[config.mk]
export PLATFORM = sky130hd
export DESIGN_NAME = fft_frame_packer
export DESIGN_NICKNAME = d
export VERILOG_FILES = /design/src/rtl/fft_frame_pkg.sv /design/src/rtl/fft_axis_out_reg.sv /design/src/rtl/fft_frame_packer.sv
export SDC_FILE = /design/constraint.sdc
export NUM_CORES = 1
export LEC_CHECK = 0
export CAP_MARGIN = 10
export CORE_MARGIN = 1
export CORE_UTILIZATION = 56
export CTS_BUF_LIST = sky130_fd_sc_hd__clkbuf_8
export DETAILED_ROUTE_END_ITERATION = 12
export DONT_BUFFER_PORTS = 1
export PLACE_DENSITY = 0.71
export SYNTH_ARGS = -nofsm -noshare
export SYNTH_HDL_FRONTEND = slang
export SYNTH_HIERARCHICAL = 1
export SYNTH_SLANG_ARGS = --single-unit
export TNS_END_PERCENT = 20
[constraint.sdc]
create_clock -name i_aclk -period 5.4 [get_ports i_aclk]
set_clock_uncertainty 0.1 [all_clocks]
set_input_delay 0.81 -clock i_aclk [delete_from_list [all_inputs] [get_ports i_aclk]]
set_output_delay 0.81 -clock i_aclk [all_outputs]
set_load 0.005 [all_outputs]
[src/rtl/fft_frame_pkg.sv]
// Shared types and constants for the FFT frame packer and its helpers.
// Latency: n/a (types, constants and a pure function only).
// Backpressure: n/a.
package fft_frame_pkg;

    typedef enum logic [1:0] {
        IDLE = 2'd0,
        CFG  = 2'd1,
        DATA = 2'd2
    } state_t;

    // Config beat layout for the ipsxe_fft cores.
    localparam int CFG_DIR_BIT   = 0;
    localparam int CFG_LEN_LSB   = 1;
    localparam int CFG_LEN_W     = 5;

    // Smallest frame the FFT core accepts (8 points).
    localparam int LOG2_NFFT_MIN = 3;

    // Clamp a requested log2 length into [LOG2_NFFT_MIN, max_log2].
    function automatic logic [CFG_LEN_W-1:0] clamp_log2(
        input logic [CFG_LEN_W-1:0] req,
        input logic [CFG_LEN_W-1:0] max_log2
    );
        logic [CFG_LEN_W-1:0] min_log2;
        min_log2 = CFG_LEN_W'(LOG2_NFFT_MIN);
        if (req < min_log2) begin
            return min_log2;
        end else if (req > max_log2) begin
            return max_log2;
        end
        return req;
    endfunction

endpackage

[src/rtl/fft_axis_out_reg.sv]
// Single-stage AXI4-Stream output register carrying tdata and tlast.
// Latency: 1 cycle from load to out_vld.
// Backpressure: in_rdy = !out_vld || out_rdy, so a full register accepts a new
//   beat only in the same cycle its current beat is taken downstream.
// Ports: clk/rst (async active-high); in_vld/in_dat/in_last/in_rdy upstream;
//   out_vld/out_dat/out_last/out_rdy downstream.
module fft_axis_out_reg #(
    parameter int W = 32
) (
    input  logic         clk,
    input  logic         rst,
    input  logic         in_vld,
    input  logic [W-1:0] in_dat,
    input  logic         in_last,
    output logic         in_rdy,
    output logic         out_vld,
    output logic [W-1:0] out_dat,
    output logic         out_last,
    input  logic         out_rdy
);

    logic         vld_q, vld_d;
    logic [W-1:0] dat_q, dat_d;
    logic         last_q, last_d;
    logic         load;

    assign in_rdy = !vld_q || out_rdy;
    assign load   = in_vld && in_rdy;

    always_comb begin
        vld_d  = vld_q;
        dat_d  = dat_q;
        last_d = last_q;
        if (load) begin
            // A load in the same cycle as a downstream take keeps vld high.
            vld_d  = 1'b1;
            dat_d  = in_dat;
            last_d = in_last;
        end else if (vld_q && out_rdy) begin
            vld_d  = 1'b0;
        end
    end

    always_ff @(posedge clk or posedge rst) begin
        if (rst) begin
            vld_q  <= 1'b0;
            dat_q  <= '0;
            last_q <= 1'b0;
        end else begin
            vld_q  <= vld_d;
            dat_q  <= dat_d;
            last_q <= last_d;
        end
    end

    assign out_vld  = vld_q;
    assign out_dat  = dat_q;
    assign out_last = last_q;

endmodule

[src/rtl/fft_frame_packer.sv]
// Packs a real sample stream into FFT frames: one config beat, then 2^n complex beats with tlast.
// Latency: 1 cycle from sample acceptance to data beat valid; 2-cycle gap between frames.
// Backpressure: sample ready only in DATA with room in the output register; cfg beat held until taken.
// Ports: i_aclk/i_rst (async active-high); i_start/i_stop/i_inverse/i_nfft_log2/i_frame_count control;
//   i_sample_* / o_sample_ready input stream; o_axi4s_cfg_* and o_axi4s_data_* outputs; o_busy, o_frame_done status.
module fft_frame_packer
    import fft_frame_pkg::*;
#(
    parameter int DATA_WIDTH      = 16,
    parameter int LOG2_NFFT_MAX   = 10,
    parameter int CFG_WIDTH       = 8,
    parameter int FRAME_CNT_WIDTH = 16
) (
    input  logic                       i_aclk,
    input  logic                       i_rst,
    input  logic                       i_start,
    input  logic                       i_stop,
    input  logic                       i_inverse,
    input  logic [4:0]                 i_nfft_log2,
    input  logic [FRAME_CNT_WIDTH-1:0] i_frame_count,
    input  logic                       i_sample_valid,
    input  logic [DATA_WIDTH-1:0]      i_sample_data,
    output logic                       o_sample_ready,
    output logic                       o_axi4s_cfg_tvalid,
    output logic [CFG_WIDTH-1:0]       o_axi4s_cfg_tdata,
    input  logic                       i_axi4s_cfg_tready,
    output logic                       o_axi4s_data_tvalid,
    output logic [2*DATA_WIDTH-1:0]    o_axi4s_data_tdata,
    output logic                       o_axi4s_data_tlast,
    input  logic                       i_axi4s_data_tready,
    output logic                       o_busy,
    output logic                       o_frame_done
);

    localparam logic [CFG_LEN_W-1:0]     MAX_LOG2 = CFG_LEN_W'(LOG2_NFFT_MAX);
    localparam logic [LOG2_NFFT_MAX-1:0] CNT_ONES = '1;

    state_t                     state_q, state_d;
    logic                       inv_q, inv_d;
    logic [CFG_LEN_W-1:0]       len_q, len_d;
    logic [LOG2_NFFT_MAX-1:0]   last_idx_q, last_idx_d;
    logic [LOG2_NFFT_MAX-1:0]   cnt_q, cnt_d;
    logic [FRAME_CNT_WIDTH-1:0] frames_left_q, frames_left_d;
    logic                       stop_pending_q, stop_pending_d;

    logic [CFG_LEN_W-1:0]       len_req;
    logic                       reg_in_vld;
    logic                       reg_in_rdy;
    logic                       accept;
    logic                       is_last;
    logic                       cfg_hs;
    logic [2*DATA_WIDTH-1:0]    beat_dat;

    assign len_req    = clamp_log2(i_nfft_log2, MAX_LOG2);
    assign reg_in_vld = (state_q == DATA) && i_sample_valid;
    assign accept     = reg_in_vld && reg_in_rdy;
    assign is_last    = (cnt_q == last_idx_q);
    assign cfg_hs     = o_axi4s_cfg_tvalid && i_axi4s_cfg_tready;
    // Imaginary half is always zero; real sample sits in the low half.
    assign beat_dat   = {{DATA_WIDTH{1'b0}}, i_sample_data};

    assign o_sample_ready     = (state_q == DATA) && reg_in_rdy;
    assign o_axi4s_cfg_tvalid = (state_q == CFG);
    assign o_busy             = (state_q != IDLE) || o_axi4s_data_tvalid;
    assign o_frame_done       = o_axi4s_data_tvalid && i_axi4s_data_tready && o_axi4s_data_tlast;

    // Config beat is driven only while offered so it reads zero out of reset.
    always_comb begin
        o_axi4s_cfg_tdata = '0;
        if (state_q == CFG) begin
            o_axi4s_cfg_tdata[CFG_DIR_BIT]                = ~inv_q;
            o_axi4s_cfg_tdata[CFG_LEN_LSB +: CFG_LEN_W]   = len_q;
        end
    end

    always_comb begin
        state_d        = state_q;
        inv_d          = inv_q;
        len_d          = len_q;
        last_idx_d     = last_idx_q;
        cnt_d          = cnt_q;
        frames_left_d  = frames_left_q;
        stop_pending_d = stop_pending_q;

        case (state_q)
            IDLE: begin
                if (i_start && !o_busy) begin
                    state_d       = CFG;
                    inv_d         = i_inverse;
                    len_d         = len_req;
                    // N-1 as an all-ones mask of len bits.
                    last_idx_d    = CNT_ONES >> (MAX_LOG2 - len_req);
                    frames_left_d = i_frame_count;
                end
            end
            CFG: begin
                if (cfg_hs) begin
                    state_d = DATA;
                    cnt_d   = '0;
                end
            end
            DATA: begin
                if (accept) begin
                    cnt_d = cnt_q + LOG2_NFFT_MAX'(1);
                    if (is_last) begin
                        cnt_d = '0;
                        // A stop arriving with the last sample still ends the run here.
                        // frames_left of 0 means continuous and is never decremented.
                        if (frames_left_q == FRAME_CNT_WIDTH'(1) || stop_pending_q || i_stop) begin
                            state_d = IDLE;
                        end else begin
                            state_d = CFG;
                            if (frames_left_q != '0) begin
                                frames_left_d = frames_left_q - FRAME_CNT_WIDTH'(1);
                            end
                        end
                    end
                end
            end
            default: begin
                state_d = IDLE;
            end
        endcase

        // Stops seen while idle are dropped; pending stop clears on return to idle.
        if (state_d == IDLE) begin
            stop_pending_d = 1'b0;
        end else if (i_stop && state_q != IDLE) begin
            stop_pending_d = 1'b1;
        end
    end

    always_ff @(posedge i_aclk or posedge i_rst) begin
        if (i_rst) begin
            state_q        <= IDLE;
            inv_q          <= 1'b0;
            len_q          <= '0;
            last_idx_q     <= '0;
            cnt_q          <= '0;
            frames_left_q  <= '0;
            stop_pending_q <= 1'b0;
        end else begin
            state_q        <= state_d;
            inv_q          <= inv_d;
            len_q          <= len_d;
            last_idx_q     <= last_idx_d;
            cnt_q          <= cnt_d;
            frames_left_q  <= frames_left_d;
            stop_pending_q <= stop_pending_d;
        end
    end

    fft_axis_out_reg #(
        .W (2*DATA_WIDTH)
    ) u_out_reg (
        .clk      (i_aclk),
        .rst      (i_rst),
        .in_vld   (reg_in_vld),
        .in_dat   (beat_dat),
        .in_last  (is_last),
        .in_rdy   (reg_in_rdy),
        .out_vld  (o_axi4s_data_tvalid),
        .out_dat  (o_axi4s_data_tdata),
        .out_last (o_axi4s_data_tlast),
        .out_rdy  (i_axi4s_data_tready)
    );

endmodule

==> results of run 1 <==
## registers in the layout, summed over array words and instances (netlist names)
register / cells
inv_q: 1
frames_left_q: 16
u_out_reg/out_last: 1
cnt_q: 10
u_out_reg/out_dat: 32
state_q: 2
u_out_reg/out_vld: 1
stop_pending_q: 1
last_idx_q: 10
len_q: 5
## logic make-up after synthesis
logic type | count (synthesis)
and+or+nand+nor | 128
other | 1
DFF | 79
AOI/OAI and AO/OA | 66
buffers and inverters | 33
xor gates and xnor gates | 19
muxes | 39
adders and majority gates | 12
## layout by cell type, fill, tap and decap left out, drive strengths merged, types with 3 or more instances in the layout
cell type / n
dfrtp: 79
nor2: 35
mux2: 35
nand2: 31
conb: 18
xor2: 17
inv: 15
o21ai: 14
ha: 12
nor3: 9
and2: 9
clkbuf: 9
nand3: 8
a21oi: 8
o221ai: 7
a221oi: 6
and3: 5
nor4: 5
nor2b: 4
nand4: 4
mux2i: 4
bufinv: 4
nand2b: 4
clkinv: 4
o22ai: 3
or3: 3
or2: 3
## routing by layer
| layer | track usage (%) | vias to the layer above |
|---|---|---|
| met3 | 7.74 | 7 |
| met2 | 32.4 | 124 |
| met4 | 5.57 | 0 |
| met5 | 0 | - |
| li1 | - | 1350 |
| met1 | 30.0 | 1375 |
## stage by stage
stage | hold slack, ns | setup WS (ns) | cell area, µm² | total power, mW | cells
finish | 0.318 | 1.75 | 4510 | 2.48 | 494
global route | 0.366 | 1.42 | 4510 | 2.65 | 494
CTS | 0.335 | 1.77 | 4510 | 2.50 | 494
detailed placement | 0.362 | 1.80 | 4260 | 1.93 | 479
global placement | 0.362 | 1.91 | 4260 | 1.89 | 479
floorplan | 0.342 | 3.07 | 4240 | 1.76 | 394
## worst max-delay path by stage
stage / from / endpoint / slack [ns] / cells after the start
floorplan: i_stop / frames_left_q[4] / 3.07 / 5
detailed placement: state_q[0] / frames_left_q[15] / 1.80 / 7
global route: state_q[0] / frames_left_q[15] / 1.42 / 7
CTS: state_q[0] / frames_left_q[15] / 1.77 / 7
global placement: state_q[0] / frames_left_q[15] / 1.91 / 7
finish: state_q[0] / frames_left_q[15] / 1.75 / 7
## layout make-up
class	count	area, µm²	area share [%]
flip-flops and latches	79	1980	43.8
well taps	99	124	2.74
clock buffers	9	124	2.74
repair buffers	2	15.0	0.333
clock inverters	6	134	2.97
multi-input cells	282	2080	46.0
inverters	17	63.8	1.41
## power by group through the flow
| stage | registers, mW | logic (mW) | clock network [mW] |
|---|---|---|---|
| floorplan | 1.03 | 0.727 | 0 |
| global placement | 1.10 | 0.796 | 0 |
| detailed placement | 1.11 | 0.825 | 0 |
| CTS | 1.10 | 0.831 | 0.573 |
| global route | 1.14 | 0.913 | 0.604 |
| finish | 1.10 | 0.824 | 0.562 |
==> reports/qor.yml, run 1 <==
status: "finished clean"
dieHeight_um: 88.4
grt_max_degree: 46
synthAdderAreaFrac_pct: 3.59
clkSlewWorstSetupHoldPaths_ns: 0.08
r2r_start: "state_q[0]"
slew-limit-headroom_pct: 36.3
worstPathCellList: "inv_1, ha_1, inv_1, or3_1, a311o_1, o21ai_2, a222oi_1"
finish.utilization_pct: 62.6
finalHoldViolations: 0
vias: 2856
worst_path_most_repeated_cell: "inv_1"
setup_viol: 0
synth_edf_count: 0
synth.avg_cell_area_um2: 11.1
rr_endpoint: "frames_left_q[15]"
power_frac_comb_pct: 33.1
core_area_um2: 7210
drv_slew: 0
min_period_ns: 3.65
clk_latency_ns: 0.34
post-cts-setup-buffers: 0
wl_per_cell_um: 16.7
synth.top_cell.area_share_pct: 47.3
p_sw_mw: 0.870
p_seq_share_pct: 44.3
synth_async_sr_flop_share_pct: 100
row_count: 31
final_layout_size_suffix_gt1_share_pct: 15.2
gp_congestion: 0.874
root_buffer: "clkbuf_8"
viasPerCell: 5.78
synth_top_family_by_area: "simple AND/OR/NAND/NOR gates"
synth_simple_gate_area_share_pct: 15.9
cp_max_fo: 29
max_stage_delay_ns: 0.79
first_global_vias: 2656
worst_setup_path_start_kind: "register"
path_delay_family: "compound AO/OA/AOI/OAI gates"
yosysTopAreaCell: "dfrtp_1"
clkPwrFrac_pct: 22.6
setup.worst_path.end_class: "register"
cts_tree: "done"
power.density_nw_per_um2: 550
cts_resized: 0
r2r_slack_ns: 1.75
reg2regPathDepth: 7
worstSetupPathType: "register to register"
grt_pass1_wl_um: 13000
yosysWarnings: 6
cts_buffer_depth: 2
port_buffers: 0
cts_hold_buf: 0
postRouteWirelength_um: 8230
track_usage_pct: 21.7
wl_met1_um: 3690
grt-ovfl-total: 0
fin_nets: 448
synthMuxAreaShare_pct: 13.1
hold_class: "input pin to asynchronous set/reset pin"
critPathArrivalTime_ns: 3.74
ant_nets: 0
hpwl_um: 5820
yosysUniqueCellTypes: 63
path_buf_inv: 2
die_x_um: 88.4
syn2layout_area_growth_pct: 8.02
cp.required_ns: 5.49
nFillCells: 605
initial_utilization_pct: 57.9
cpMaxStageDelayCell: "ha_1"
htree_levels: 3
finalCritPeriodShare_pct: 67.5
drv_cap: 0
vdd_drop_max_mv: 0.329
cts_buffers: 9
drtIter0Drc: 186
antenna_cells: 0
maxClockFrequency_ghz: 0.274
synth.most_common_cell: "dfrtp_1"
die_area_um2: 7810
synth_compound_area_share_pct: 11.5
yosys_register_bits: 79
finalSetupTns_ns: 0
ys.flop_type: "dfrtp_1"
syn_area_um2: 4180
first_pass_iters: 5
synth.area.top_cells: "dfrtp_1 (47%), mux2_4 (11%), ha_1 (3.6%), xor2_1 (3.6%), nor2_1 (3.1%)"
rsz0062_at_grt: "no"
syn-instance-count: 377
cell_internal_pwr_mw: 1.62
switching_share_pct: 35.0
grt_antenna_before_repair: 0
ys_seq_area_share_pct: 47.3
dr_wl_met2_um: 3690
tightest_slew_ns: 0.956
p_leak_nw: 2.13
wl_met3_um: 785
synth_xor_area_share_pct: 3.98
routed.top_layer: "met4"
clock-sinks: 79
io_pins: 91
drc: 0
synthTopCellsByCount: "dfrtp_1 (79), nor2_1 (35), mux2_4 (30), nand2_1 (30), xor2_1 (17)"
Power figures use the tool's default switching activity.
==> inputs of run 2 (changes only) <==
==> constraint.sdc (replaced) <==
create_clock -name i_aclk -period 3.47 [get_ports i_aclk]
set_clock_uncertainty 0.1 [all_clocks]
set_input_delay 0.5205 -clock i_aclk [delete_from_list [all_inputs] [get_ports i_aclk]]
set_output_delay 0.5205 -clock i_aclk [all_outputs]
set_load 0.005 [all_outputs]
==> reports/qor.yml, run 2 (synthesis gave the netlist of run 1 again) <==
slew-limit-headroom_pct: 49.2  # was 36.3%
grt_pass1_wl_um: 12500  # was 13000 µm
finalCritPeriodShare_pct: 73.9  # was 67.5%
endpoint: "frames_left_q[15]"  # unchanged
setup.worst_path.end_class: "register"  # unchanged
cts_buffers: 9  # unchanged
dieHeight_um: 88.4  # unchanged
root_buffer: "clkbuf_8"  # unchanged
first_pass_iters: 4  # was 5
first_global_vias: 2629  # was 2656
track_usage_pct: 20.9  # was 21.7%
power.density_nw_per_um2: 824  # was 550 nW/µm²
tightest_slew_ns: 0.756  # was 0.956 ns
r2r_start: "state_q[0]"  # unchanged
htree_levels: 3  # unchanged
cp.required_ns: 3.56  # was 5.49 ns
clk_latency_ns: 0.34  # about the same
io_pins: 91  # unchanged
grtUsageMet2_pct: 31.3  # was 32.4%
port_buffers: 0  # unchanged
clkSlewWorstSetupHoldPaths_ns: 0.09  # was 0.08 ns
die_x_um: 88.4  # unchanged
rr_endpoint: "frames_left_q[15]"  # unchanged
row_count: 31  # unchanged
gp_congestion: 0.849  # was 0.874
finalSetupTns_ns: 0  # unchanged
clock-sinks: 79  # unchanged
finalHoldViolations: 0  # unchanged
setup_viol: 0  # unchanged
worstSetupPathType: "register to register"  # unchanged
cts_hold_buf: 0  # unchanged
largest_reg_flops: 32  # unchanged
holdWs_ns: 0.0334  # was 0.318 ns
r2r_slack_ns: 0.91  # was 1.75 ns
core_area_um2: 7210  # unchanged
critPathArrivalTime_ns: 2.66  # was 3.74 ns
antenna_cells: 0  # unchanged
post-cts-setup-buffers: 0  # unchanged
hpwl_um: 5620  # was 5820 µm
vdd_drop_max_mv: 0.449  # was 0.329 mV
p_leak_nw: 2.13  # about the same
drv_cap: 0  # unchanged
drtIter0Drc: 120  # was 186
met1_usage_pct: 28.7  # was 30.0%
seq_area_um2: 1980  # unchanged
status: "finished clean"  # unchanged
drc: 0  # unchanged
vias: 2876  # was 2856
cts_buffer_depth: 2  # unchanged
cts_resized: 0  # unchanged
ant_nets: 0  # unchanged
cts_tree: "done"  # unchanged
grt_max_degree: 46  # unchanged
drv_slew: 0  # unchanged
maxClockFrequency_ghz: 0.390  # was 0.274 GHz
cp_max_fo: 28  # was 29
die_area_um2: 7810  # unchanged
multiInputGateArea_um2: 2080  # unchanged
viasPerCell: 5.75  # was 5.78
final_layout_size_suffix_gt1_share_pct: 16.5  # was 15.2%
crit_start: "state_q[0]"  # unchanged
top_usage_layer: "met2"  # unchanged
grt-ovfl-total: 0  # unchanged
worst_setup_path_start_kind: "register"  # unchanged
postRouteWirelength_um: 7950  # was 8230 µm
reg2regPathDepth: 7  # unchanged
initial_utilization_pct: 57.9  # unchanged
grt_antenna_before_repair: 0  # unchanged
min_period_ns: 2.56  # was 3.65 ns
mostFrequentLayoutCells: "dfrtp_1 (79), nor2_1 (35), nand2_1 (30), mux2_4 (30), conb_1 (18)"  # unchanged
grtUsageMet3_pct: 6.81  # was 7.74%
syn2layout_area_growth_pct: 7.63  # was 8.02%
hold_class: "input pin to asynchronous set/reset pin"  # unchanged
final_common_cell: "dfrtp_1"  # unchanged
rsz0062_at_grt: "no"  # unchanged
wl_per_cell_um: 15.9  # was 16.7 µm
finish.utilization_pct: 62.3  # was 62.6%
fin_nets: 453  # was 448
nFillCells: 601  # was 605
==> run 2: cell count changes in the layout (fill, tap and decap cells not counted), sizes merged <==
cell / previous run / this run
clkinvlp: 0 / 1
bufinv: 4 / 1
buf: 2 / 7
inv: 15 / 17
clkinv: 4 / 5
==> run 2: area by class of cell <==
| class | count | area share, % |
|---|---|---|
| Sequential cell | 79 | 44.0 |
| Multi-Input combinational cell | 282 | 46.2 |
| Inverter | 17 | 1.42 |
| Tap cell | 99 | 2.75 |
| Clock buffer | 9 | 2.75 |
| Timing Repair Buffer | 7 | 1.17 |
| Clock inverter | 7 | 1.78 |
==> run 2: layer usage <==
metal	vias up	wire length (µm)
li1	1373	-
met1	1362	3570
met2	132	3510
met3	9	795
met4	0	80
met5	-	0
==> run 2: worst min path at each step <==
stage / from / to / slack [ns]
after floorplan: len_q[0] / len_q[0] / 0.34
after global placement: len_q[4] / len_q[4] / 0.36
after detailed placement: len_q[2] / len_q[2] / 0.37
after CTS: i_rst / u_out_reg/out_dat[26] / 0.03
after global routing: i_rst / u_out_reg/out_dat[26] / 0.07
final: i_rst / u_out_reg/out_dat[18] / 0.03
==> run 2: power breakdown <==
group          internal, mW  total (mW)  switching, mW
sequential             1.32        1.71          0.387
combinational         0.674        1.31          0.634
clock                 0.341       0.693          0.352
==> run 2: metrics by stage <==
step / setup WS [ns] / cell area [µm²] / std cells / power [mW]
floorplan: 1.33 / 4240 / 394 / 2.73
global placement: 1.01 / 4290 / 484 / 2.98
detailed placement: 0.940 / 4290 / 484 / 3.03
CTS: 0.931 / 4500 / 500 / 3.74
global route: 0.729 / 4500 / 500 / 3.98
finish: 0.906 / 4500 / 500 / 3.71
==> run 2: critical path, stage by stage, from the launching register on <==
cell      delay [ns]
dfrtp_1         0.41
inv_1           0.08
ha_1            0.21
buf_4           0.23
nor2_1          0.46
clkinv_1        0.40
o21ai_2         0.33
a222oi_1        0.20
